$ cat src/rtl/router_inj_pkg.sv
// Shared definitions for the router injection scheduler.
//   state_t          : arbitration state (free port / packet owns the port)
//   DEF_*            : default block parameters
//   VC_IDX_W         : VC index width for the default VC count
//   FC_VALID_BIT     : flow-control bus bit carrying the credit-return strobe
//   FC_VC_LSB        : lowest bit of the returned VC index on the flow-control bus
//   CREDITS_PER_VC   : downstream buffer slots owned by each VC after reset
//   wrap_inc()       : modulo increment used for the round-robin pointer
package router_inj_pkg;

    typedef enum logic {
        ST_IDLE   = 1'b0,
        ST_LOCKED = 1'b1
    } state_t;

    localparam int DEF_NUM_REQ       = 4;
    localparam int DEF_NUM_VCS       = 4;
    localparam int DEF_CHANNEL_WIDTH = 340;
    localparam int DEF_FC_WIDTH      = 10;
    localparam int DEF_BUFFER_SIZE   = 64;

    localparam int VC_IDX_W       = $clog2(DEF_NUM_VCS);
    localparam int FC_VALID_BIT   = 0;
    localparam int FC_VC_LSB      = 1;
    localparam int CREDITS_PER_VC = DEF_BUFFER_SIZE / DEF_NUM_VCS;

    function automatic int wrap_inc(input int idx, input int n);
        return (idx + 1 >= n) ? 0 : idx + 1;
    endfunction

endpackage

$ cat src/rtl/router_inj_sched_rr_arbiter.sv
// Round-robin arbiter: the requester at i_ptr has highest priority, then
// i_ptr+1, and so on with wrap-around.
//   i_req       : request vector
//   i_ptr       : index of the highest-priority requester
//   o_grant     : one-hot grant (all zero when nothing requests)
//   o_grant_idx : binary index of the granted requester (0 when none)
module rr_arbiter #(
    parameter int N = 4
) (
    input  logic [N-1:0]         i_req,
    input  logic [$clog2(N)-1:0] i_ptr,
    output logic [N-1:0]         o_grant,
    output logic [$clog2(N)-1:0] o_grant_idx
);

    localparam int IDX_W = $clog2(N);

    logic [IDX_W:0] w_sum;
    logic           w_found;

    always_comb begin
        o_grant     = '0;
        o_grant_idx = '0;
        w_found     = 1'b0;
        w_sum       = '0;
        for (int off = 0; off < N; off++) begin
            // one extra bit so the wrap also works for non power-of-two N
            w_sum = {1'b0, i_ptr} + (IDX_W+1)'(off);
            if (w_sum >= (IDX_W+1)'(N)) begin
                w_sum = w_sum - (IDX_W+1)'(N);
            end
            if (!w_found && i_req[w_sum[IDX_W-1:0]]) begin
                o_grant[w_sum[IDX_W-1:0]] = 1'b1;
                o_grant_idx               = w_sum[IDX_W-1:0];
                w_found                   = 1'b1;
            end
        end
    end

endmodule

$ cat src/rtl/router_inj_sched.sv
// Injection-side scheduler: shares the router input channel among NUM_REQ
// local sources with round-robin arbitration and wormhole locking, and only
// launches a flit when its VC holds a downstream credit.
//   clk               : clock
//   reset             : asynchronous active-low reset
//   req_valid/vc/tail : per-requester flit handshake and attributes
//   req_flit          : per-requester payload, requester i at [i*CHANNEL_WIDTH +: CHANNEL_WIDTH]
//   req_ready         : combinational accept (valid & ready = flit taken)
//   flow_ctrl_in      : credit return bus (valid bit + VC index)
//   channel_out*      : registered flit, valid and VC towards the router
//   error             : sticky credit overflow/underflow flag
//
// state     | meaning
// ST_IDLE   | no packet owns the port; round-robin among eligible sources
// ST_LOCKED | r_owner is mid-packet; only it may send, on r_owner_vc
import router_inj_pkg::*;

module router_inj_sched #(
    parameter int NUM_REQ       = DEF_NUM_REQ,
    parameter int NUM_VCS       = DEF_NUM_VCS,
    parameter int CHANNEL_WIDTH = DEF_CHANNEL_WIDTH,
    parameter int FC_WIDTH      = DEF_FC_WIDTH,
    parameter int BUFFER_SIZE   = DEF_BUFFER_SIZE
) (
    input  logic                                clk,
    input  logic                                reset,
    input  logic [NUM_REQ-1:0]                  req_valid,
    input  logic [NUM_REQ*$clog2(NUM_VCS)-1:0]  req_vc,
    input  logic [NUM_REQ-1:0]                  req_tail,
    input  logic [NUM_REQ*CHANNEL_WIDTH-1:0]    req_flit,
    output logic [NUM_REQ-1:0]                  req_ready,
    input  logic [FC_WIDTH-1:0]                 flow_ctrl_in,
    output logic [CHANNEL_WIDTH-1:0]            channel_out,
    output logic                                channel_out_valid,
    output logic [$clog2(NUM_VCS)-1:0]          channel_out_vc,
    output logic                                error
);

    localparam int VC_W     = $clog2(NUM_VCS);
    localparam int REQ_W    = $clog2(NUM_REQ);
    localparam int CRED_MAX = BUFFER_SIZE / NUM_VCS;
    localparam int CRED_W   = $clog2(CRED_MAX) + 1;
    localparam logic [CRED_W-1:0] CRED_FULL = CRED_W'(CRED_MAX);

    state_t                   r_state;
    logic [REQ_W-1:0]         r_owner;
    logic [VC_W-1:0]          r_owner_vc;
    logic [REQ_W-1:0]         r_rr_ptr;
    logic [CRED_W-1:0]        r_credit [NUM_VCS];
    logic                     r_error;
    logic [CHANNEL_WIDTH-1:0] r_chan;
    logic                     r_chan_valid;
    logic [VC_W-1:0]          r_chan_vc;

    logic [VC_W-1:0]          w_req_vc [NUM_REQ];
    logic [NUM_REQ-1:0]       w_elig;
    logic [NUM_REQ-1:0]       w_grant;
    logic [REQ_W-1:0]         w_grant_idx;
    logic [NUM_REQ-1:0]       w_ready;
    logic [REQ_W-1:0]         w_sel_idx;
    logic [VC_W-1:0]          w_send_vc;
    logic                     w_send;
    logic                     w_send_tail;
    logic [CHANNEL_WIDTH-1:0] w_send_flit;
    logic                     w_fc_valid;
    logic [VC_W-1:0]          w_fc_vc;
    logic [NUM_VCS-1:0]       w_inc;
    logic [NUM_VCS-1:0]       w_dec;
    logic                     w_unused_fc;

    assign w_fc_valid  = flow_ctrl_in[FC_VALID_BIT];
    assign w_fc_vc     = flow_ctrl_in[FC_VC_LSB +: VC_W];
    assign w_unused_fc = &{1'b0, flow_ctrl_in};

    always_comb begin
        for (int i = 0; i < NUM_REQ; i++) begin
            w_req_vc[i] = req_vc[i*VC_W +: VC_W];
            w_elig[i]   = req_valid[i] && (r_credit[w_req_vc[i]] != '0);
        end
    end

    rr_arbiter #(
        .N (NUM_REQ)
    ) u_arb (
        .i_req       (w_elig),
        .i_ptr       (r_rr_ptr),
        .o_grant     (w_grant),
        .o_grant_idx (w_grant_idx)
    );

    // While locked, body flits travel on the VC sampled at the head, so the
    // owner's eligibility is judged on that VC, not on its current req_vc.
    always_comb begin
        w_ready   = '0;
        w_sel_idx = w_grant_idx;
        w_send_vc = w_req_vc[w_grant_idx];
        if (r_state == ST_LOCKED) begin
            w_sel_idx          = r_owner;
            w_send_vc          = r_owner_vc;
            w_ready[r_owner]   = req_valid[r_owner] && (r_credit[r_owner_vc] != '0);
        end else begin
            w_ready = w_grant;
        end
        if (!reset) begin
            w_ready = '0;
        end
    end

    assign req_ready   = w_ready;
    assign w_send      = |w_ready;
    assign w_send_tail = req_tail[w_sel_idx];
    assign w_send_flit = req_flit[w_sel_idx*CHANNEL_WIDTH +: CHANNEL_WIDTH];

    always_ff @(posedge clk or negedge reset) begin
        if (!reset) begin
            r_state      <= ST_IDLE;
            r_owner      <= '0;
            r_owner_vc   <= '0;
            r_rr_ptr     <= '0;
            r_chan       <= '0;
            r_chan_valid <= 1'b0;
            r_chan_vc    <= '0;
        end else begin
            r_chan_valid <= w_send;
            if (w_send) begin
                r_chan    <= w_send_flit;
                r_chan_vc <= w_send_vc;
            end
            case (r_state)
                ST_IDLE: begin
                    if (w_send) begin
                        if (w_send_tail) begin
                            r_rr_ptr <= REQ_W'(wrap_inc(int'(w_sel_idx), NUM_REQ));
                        end else begin
                            r_state    <= ST_LOCKED;
                            r_owner    <= w_sel_idx;
                            r_owner_vc <= w_send_vc;
                        end
                    end
                end
                ST_LOCKED: begin
                    if (w_send && w_send_tail) begin
                        r_state  <= ST_IDLE;
                        r_rr_ptr <= REQ_W'(wrap_inc(int'(r_owner), NUM_REQ));
                    end
                end
                default: r_state <= ST_IDLE;
            endcase
        end
    end

    always_comb begin
        for (int v = 0; v < NUM_VCS; v++) begin
            w_inc[v] = w_fc_valid && (w_fc_vc == VC_W'(v));
            w_dec[v] = w_send && (w_send_vc == VC_W'(v));
        end
    end

    // A send and a return on the same VC in one cycle cancel out.
    always_ff @(posedge clk or negedge reset) begin
        if (!reset) begin
            for (int v = 0; v < NUM_VCS; v++) begin
                r_credit[v] <= CRED_FULL;
            end
            r_error <= 1'b0;
        end else begin
            for (int v = 0; v < NUM_VCS; v++) begin
                if (w_inc[v] && !w_dec[v]) begin
                    if (r_credit[v] == CRED_FULL) begin
                        r_error <= 1'b1;
                    end else begin
                        r_credit[v] <= r_credit[v] + 1'b1;
                    end
                end else if (w_dec[v] && !w_inc[v]) begin
                    if (r_credit[v] == '0) begin
                        r_error <= 1'b1;
                    end else begin
                        r_credit[v] <= r_credit[v] - 1'b1;
                    end
                end
            end
        end
    end

    assign channel_out       = r_chan;
    assign channel_out_valid = r_chan_valid;
    assign channel_out_vc    = r_chan_vc;
    assign error             = r_error;

endmodule

$ cat config.mk
export PLATFORM = sky130hd
export DESIGN_NAME = router_inj_sched
export DESIGN_NICKNAME = d
export VERILOG_FILES = /design/src/rtl/router_inj_pkg.sv /design/src/rtl/router_inj_sched_rr_arbiter.sv /design/src/rtl/router_inj_sched.sv
export SDC_FILE = /design/constraint.sdc
export NUM_CORES = 2
export LEC_CHECK = 0
export ABC_AREA = 1
export CAP_MARGIN = 5
export CORE_AREA = 2 2 685 687
export DETAILED_ROUTE_END_ITERATION = 16
export DIE_AREA = 0 0 687 689
export SLEW_MARGIN = 40
export SYNTH_ARGS = -nofsm -noshare
export SYNTH_HDL_FRONTEND = slang
export SYNTH_SLANG_ARGS = --single-unit
$ cat constraint.sdc
create_clock -name clk -period 4.25 [get_ports clk]
set_clock_uncertainty 0.15 [all_clocks]
set_input_delay 1.0625 -clock clk [delete_from_list [all_inputs] [get_ports clk]]
set_output_delay 1.0625 -clock clk [all_outputs]
set_load 0.05 [all_outputs]
-- Word-level counts from Yosys, hierarchy flattened
Cells that the tools add are included.
- register bits: 371
- input bits: 1388
- output and inout port bits: 348
- word-level logic and storage cells: 251
- $add $sub $neg: 17
- $mul: 1
- magnitude comparators: 23
- equality and inequality tests: 21
- shifts and indexed selects: 1
- mux-type cells: 101
- bitwise logic cells: 12
- reduce and logical (&&, ||, !) cells: 63
- operator list (operator ; count):
    indexed part select 1360 x 12 -> 340 bit ; 1
    two-way mux 5 bit ; 26
    binary-select mux 5 bit (select 2 bit) ; 5
    two-way mux 2 bit ; 17
    >= comparator 3 bit, second input constant ; 11
    two-way mux 1 bit ; 33
    logical AND 1 bit ; 30
    nonzero test 5 bit ; 5
    two-way mux 4 bit ; 6
    adder 5 x 1 -> 5 bit, second input constant ; 4
    == test 5 bit, second input constant ; 4
    logical NOT 5 bit ; 4
    != test 2 bit, second input constant ; 10
    subtractor 5 x 1 -> 5 bit, second input constant ; 4
    less-than comparator 2 x 3 -> 1 bit, second input constant ; 6
    inverter 2 -> 3 bit ; 6
    AND reduction 3 bit ; 6
    binary-select mux 1 bit (select 2 bit) ; 6
    bitwise OR 4 bit ; 3
    logical NOT 1 bit ; 11
    demux 1 bit (select 2 bit) ; 5
    >= comparator 2 x 1 -> 1 bit, second input constant ; 5
    adder 2 x 1 -> 3 bit, second input constant ; 3
    multiplier 2 x 7 -> 9 bit, second input constant ; 1
    14 further kinds ; 27

-- Longest topological paths before layout
- word-level depth: 37
- gate-level depth with buffers: 28
- depth with buffers taken out: 27

-- Modules after synthesis
A second synthesis with hierarchy kept.
- cells, all modules: 3793
- area total of the unflattened synthesis: 24802.5 um^2
- by module, submodules not included (module ; instances ; cells each ; area an instance (um^2) ; seq. area each (um^2)):
    router_inj_sched ; 1 ; 3711 ; 24287.0 ; 9288.9
    rr_arbiter ; 1 ; 82 ; 515.5 ; 0.0

-- Worst setup path before layout
OpenSTA, ideal clock, no wires.
- path kind: input to register
- from: in req_vc[2]
- to: reg r_credit[9] in the netlist's numbering
- library setup time: 0.079 ns
- arrival time: 3.857 ns
- required time: 4.021 ns
- path slack: 0.163 ns
- stages: 25
- buffers on the path: 0
- path through: inv_1 nand4_1 nand3_1 nand2_1 nand2_1 nand2_1 nand3_2 nand2_4 nor2_8 nand2_2 nand2_2 nand2_4 o211ai_1 nand2_1 a21boi_0 nand3_1 ha_1 inv_1 ha_1 nand2_1 nand2_1 a21oi_1 xnor2_1 nand2_1 o21ai_0
- cells in the longest elaborated chain, start to end: 29
- RTL lines (element ; RTL line ; RTL):
    start, declared ; router_inj_sched.sv:28 ; input logic [NUM_REQ*$clog2(NUM_VCS)-1:0] req_vc,
    inverter 2 -> 3 bit (not written as such) ; router_inj_sched.sv:78 ; w_elig[i] = req_valid[i] && (r_credit[w_req_vc[i]] != '0);
    binary-select mux 5 bit (select 2 bit) ; router_inj_sched.sv:78 ;
    two-way mux 5 bit (not written as such) (2 in a row) ; router_inj_sched.sv:78 ;
    nonzero test 5 bit ; router_inj_sched.sv:78 ;
    logical AND 1 bit ; router_inj_sched.sv:78 ;
    binary-select mux 1 bit (select 2 bit) ; router_inj_sched_rr_arbiter.sv:32 ; if (!w_found && i_req[w_sum[IDX_W-1:0]]) begin
    two-way mux 1 bit (not written as such) ; router_inj_sched_rr_arbiter.sv:32 ;
    two-way mux 1 bit ; router_inj_sched_rr_arbiter.sv:32 ;
    [11 not listed] ; -- ;
    two-way mux 2 bit (not written as such) (2 in a row) ; router_inj_sched.sv:96 ; w_send_vc = w_req_vc[w_grant_idx];
    two-way mux 2 bit ; router_inj_sched.sv:97 ; if (r_state == ST_LOCKED) begin
    == test 2 bit ; router_inj_sched.sv:155 ; w_dec[v] = w_send && (w_send_vc == VC_W'(v));
    logical AND 1 bit (*) ; router_inj_sched.sv:155 ;
    logical NOT 1 bit ; router_inj_sched.sv:168 ; if (w_inc[v] && !w_dec[v]) begin
    logical AND 1 bit ; router_inj_sched.sv:168 ;
    != test 2 bit (no source line) / nonzero test 2 bit (equally long branches) ; -- ;
    AND reduction 3 bit (no source line) ; -- ;
    end signal, assigned by index ; router_inj_sched.sv:172 ; r_credit[v] <= r_credit[v] + 1'b1;
    end signal, assigned by index ; router_inj_sched.sv:178 ; r_credit[v] <= r_credit[v] - 1'b1;
    end, declared ; router_inj_sched.sv:49 ; logic [CRED_W-1:0] r_credit [NUM_VCS];
Mark *: on every way between the ends. The rest lies on a longest branch, timed or not. The select of a mux whose other input is x is not followed.
A chain may end at the register's enable or synchronous reset.

-- Worst setup path in the final report
- from: reg r_credit[2] in the netlist's numbering
- to: reg r_credit[14] in the netlist's numbering
- cells in the longest elaborated chain, start to end: 28
- RTL lines (element ; RTL line):
    binary-select mux 5 bit (select 2 bit) ; router_inj_sched.sv:78
    two-way mux 5 bit (not written as such) (2 in a row) ; router_inj_sched.sv:78
    nonzero test 5 bit ; router_inj_sched.sv:78
    logical AND 1 bit ; router_inj_sched.sv:78
    binary-select mux 1 bit (select 2 bit) ; router_inj_sched_rr_arbiter.sv:32
    two-way mux 1 bit (not written as such) ; router_inj_sched_rr_arbiter.sv:32
    two-way mux 1 bit ; router_inj_sched_rr_arbiter.sv:32
    logical NOT 1 bit ; router_inj_sched_rr_arbiter.sv:32
    [10 not listed] ; --
    two-way mux 2 bit (not written as such) (2 in a row) ; router_inj_sched.sv:96
    two-way mux 2 bit ; router_inj_sched.sv:97
    == test 2 x 1 -> 1 bit ; router_inj_sched.sv:155
    logical AND 1 bit (*) ; router_inj_sched.sv:155
    logical NOT 1 bit ; router_inj_sched.sv:168
    logical AND 1 bit ; router_inj_sched.sv:168
    != test 2 bit (no source line) / nonzero test 2 bit (equally long branches) ; --
    AND reduction 3 bit (no source line) ; --
Marks and branches as above.

==> impl_metrics.toml <==
[floorplanning]
die_x_um = 687
dieArea_um2 = 473000
core-area_um2 = 466000
start_util_pct = 6.94
die_h_um = 689
ios = 1736
rows = 251

[global_routing]
grtUsageMet3_pct = 11.5
grt_max_degree = 101
overflow = 0
grt_usage_pct = 16.3
grt_pass1_wl_um = 484000
met1_usage_pct = 16.4
met2_usage_pct = 25.9
antenna_found_initial = 537
grt-busiest-layer = "met2"
first_global_vias = 38400

[yosys]
yosys.area.top_type = "dfrtp_1"
synth_commonest_cells = "2,096 x nand2_1, 730 x inv_1, 590 x o211ai_2"
synth_top_area_share_pct = 28.4
ys_seq_elements = 371
synth_most_common_cell = "nand2_1"
seq_area_frac_synth_pct = 28.7
synth-edff-count = 0
yosys_warnings = 0
ys_types = 35
syn_area_um2 = 32300
syn-mean-instance-area_um2 = 7.19
synth_nets = 5924
synth_flop_cell = "dfrtp_1"
async_reset_ff_share_pct = 100
syn_inst = 4498
synth.area.top_cells = "dfrtp_1 28%, nand2_1 24%, o211ai_2 23%"

[drt]
drt_first_pass_iters = 5
drt_iter0_markers = 3249
num_vias = 41000
drtAntennaViolNets = 0
wl_per_cell_um = 31.5
post_drt_via_cell_ratio = 3.21
drc = 0
wl_um = 402000

[setup_path]
worst-path-stages = 29
crit_required_ns = 4.78
r2r_end = "r_credit[14]"
crit_slowest_cell = "dfrtp_2"
crit_path_frequent_cell = "buf_4"
rr_worst_depth = 29
r2r_slack_ns = 0.13
critPathTopFamily = "simple AND/OR/NAND/NOR gates"
path_class = "register to register"
startpoint = "r_credit[2]"
arrival_ns = 4.65
worst-path-buf-inv = 8
endpoint = "r_credit[14]"
timing.rr.start = "r_credit[2]"
critPathCaptureType = "register"
critPathLaunchType = "register"
cp_slowest_stage_delay_ns = 0.44
crit_fanout = 6

[placement]
io_buffer_count = 1728
gp_congestion = 1.03
place_area_um2 = 59000
pre_cts_ws_ns = -0.757
placed_cells = 12500
dpl.hpwl_um = 362000

[cells_and_area]
drive_above_1_share_pct = 20.2
fill_cells = 53800
fin_nets = 7801
stdcell_area_um2 = 61800
areaGrowthSynthToFinish_pct = 91.2
fin_cells = 12800

[sta]
period_needed_ns = 4.12
worstMarginPinSlew_ns = 0.905
hold_viol = 0
setup_violations = 0
slew_headroom_pct = 39.5
max_freq_mhz = 242
setup_ws_ns = 0.125
fin_crit_sh_pct = 97.1
rsz0062_at_grt = "yes"
drv_slew = 0

[clock_tree]
cts_made_buffers = 61
path_clk_slew_ns = 0.06
ctsHoldBuffers = 0
cts_buffer_depth = 3
cts_tree = "yes"
cts-root-buf = "clkbuf_16"
clock-sinks = 371
htree_levels = 2
clock_latency_ns = 0.75

[power]
finalPower_mw = 56.5
powerDensity_nw_per_um2 = 914
p_leak_nw = 27.9
irDropWorstVdd_v = 0.000674

[run]
cap_viol_max_count = 0

[hold_path]
min_path_type = "register to register"

[status]
status = "finished clean"
-- cell families after synthesis --
group	Yosys count	share of synthesized area, %
AO/OA/AOI/OAI	723	25.6
XOR/XNOR	19	0.515
adder cells (fa/ha/maj)	38	1.56
flip-flops	371	28.7
buffers and inverters	1039	15.2
AND/OR/NAND/NOR	2308	28.3
-- state kept, by name (all words and copies together) (netlist names), named ones only --
register and cells:
channel_out_valid 1, channel_out 340, r_owner_vc 2, error 1, r_owner 2, r_rr_ptr 2
r_credit 20, channel_out_vc 2
-- cell usage in the layout, fill, tap and decap left out, types with 7 or more instances in the layout --
cell and n:
o211ai_2 590, clkbuf_16 62, clkbuf_1 8, clkdlybuf4s50_1 1685, nand3_1 51, dfrtp_1 360, buf_2 24, nor2_1 21
a21oi_1 11, buf_12 85, nor2_4 8, dfrtp_2 7, inv_1 719, buf_4 315, nand4_1 18, xnor2_1 11
xor2_1 7, nand2_4 9, diode_2 145, inv_2 14, clkinv_2 12, o21ai_0 15, clkbuf_8 12, nand2_2 91
ha_1 29, o211ai_1 92, nand2_1 2077, nand3_2 15
-- cell type report --
type                            instances  area [um2]  share of cell area, %
Antenna cell                          145         363                  0.587
Clock inverter                         31         323                  0.522
Tap cell                             6198        7750                   12.5
Clock buffer                           82        1750                   2.82
Timing Repair Buffer                 2118       21100                   34.2
Inverter                              735        2760                   4.47
Multi-Input combinational cell       3088       18400                   29.8
Sequential cell                       371        9300                   15.0
-- metrics by stage --
| step | setup TNS, ns | hold slack, ns | utilization, % |
|---|---|---|---|
| finish | 0 | 0.324 | 13.3 |
| global route | -0.469 | 0.336 | 13.2 |
| CTS | 0 | 0.330 | 13.1 |
| detailed placement | -110.08 | 0.314 | 12.7 |
| global placement | -106.33 | 0.312 | 12.7 |
| floorplan | 0 | 0.314 | - |
-- routing by layer --
metal  vias to the layer above  wire length [um]
met2                      2483            177000
met3                      1244             64200
met5                         -              2050
li1                      18100                 -
met4                       306             22400
met1                     18900            137000
-- how the worst min path moves through the flow --
stage                     start               end  slack, ns  depth (start not counted)
2_1_floorplan     r_owner_vc[1]     r_owner_vc[1]       0.31                          2
3_3_place_gp   channel_out[204]  channel_out[204]       0.31                          2
3_5_place_dp     channel_out[8]    channel_out[8]       0.31                          2
4_1_cts        channel_out[113]  channel_out[113]       0.33                          2
5_1_grt        channel_out[113]  channel_out[113]       0.34                          2
6_report       channel_out[153]  channel_out[153]       0.32                          2
-- power breakdown --
part           leakage (nW)  switching, mW  internal (mW)  total [mW]
registers              4.57           1.10           5.54        6.64
clock network          1.01           2.32           3.12        5.44
logic                  22.3           28.9           15.5        44.5
-- worst register-to-register path: cells and delay by family, from the launching register on --
kind,cells,cell delay (ns)
AO/OA/AOI/OAI,2,0.29
AND/OR/NAND/NOR,16,1.61
buffers and inverters,8,0.91
adder cells (fa/ha/maj),2,0.52
XOR/XNOR,1,0.13
flip-flops,1,0.44
-- timing repair --
item | 4_1_cts | 5_1_grt
pin swaps | 24 | 29
endpoints found under the setup margin | 4 | 24
gates resized for setup | 36 | 58
setup buffers | 17 | 7
No activity file was read; power rests on OpenSTA's default activity.
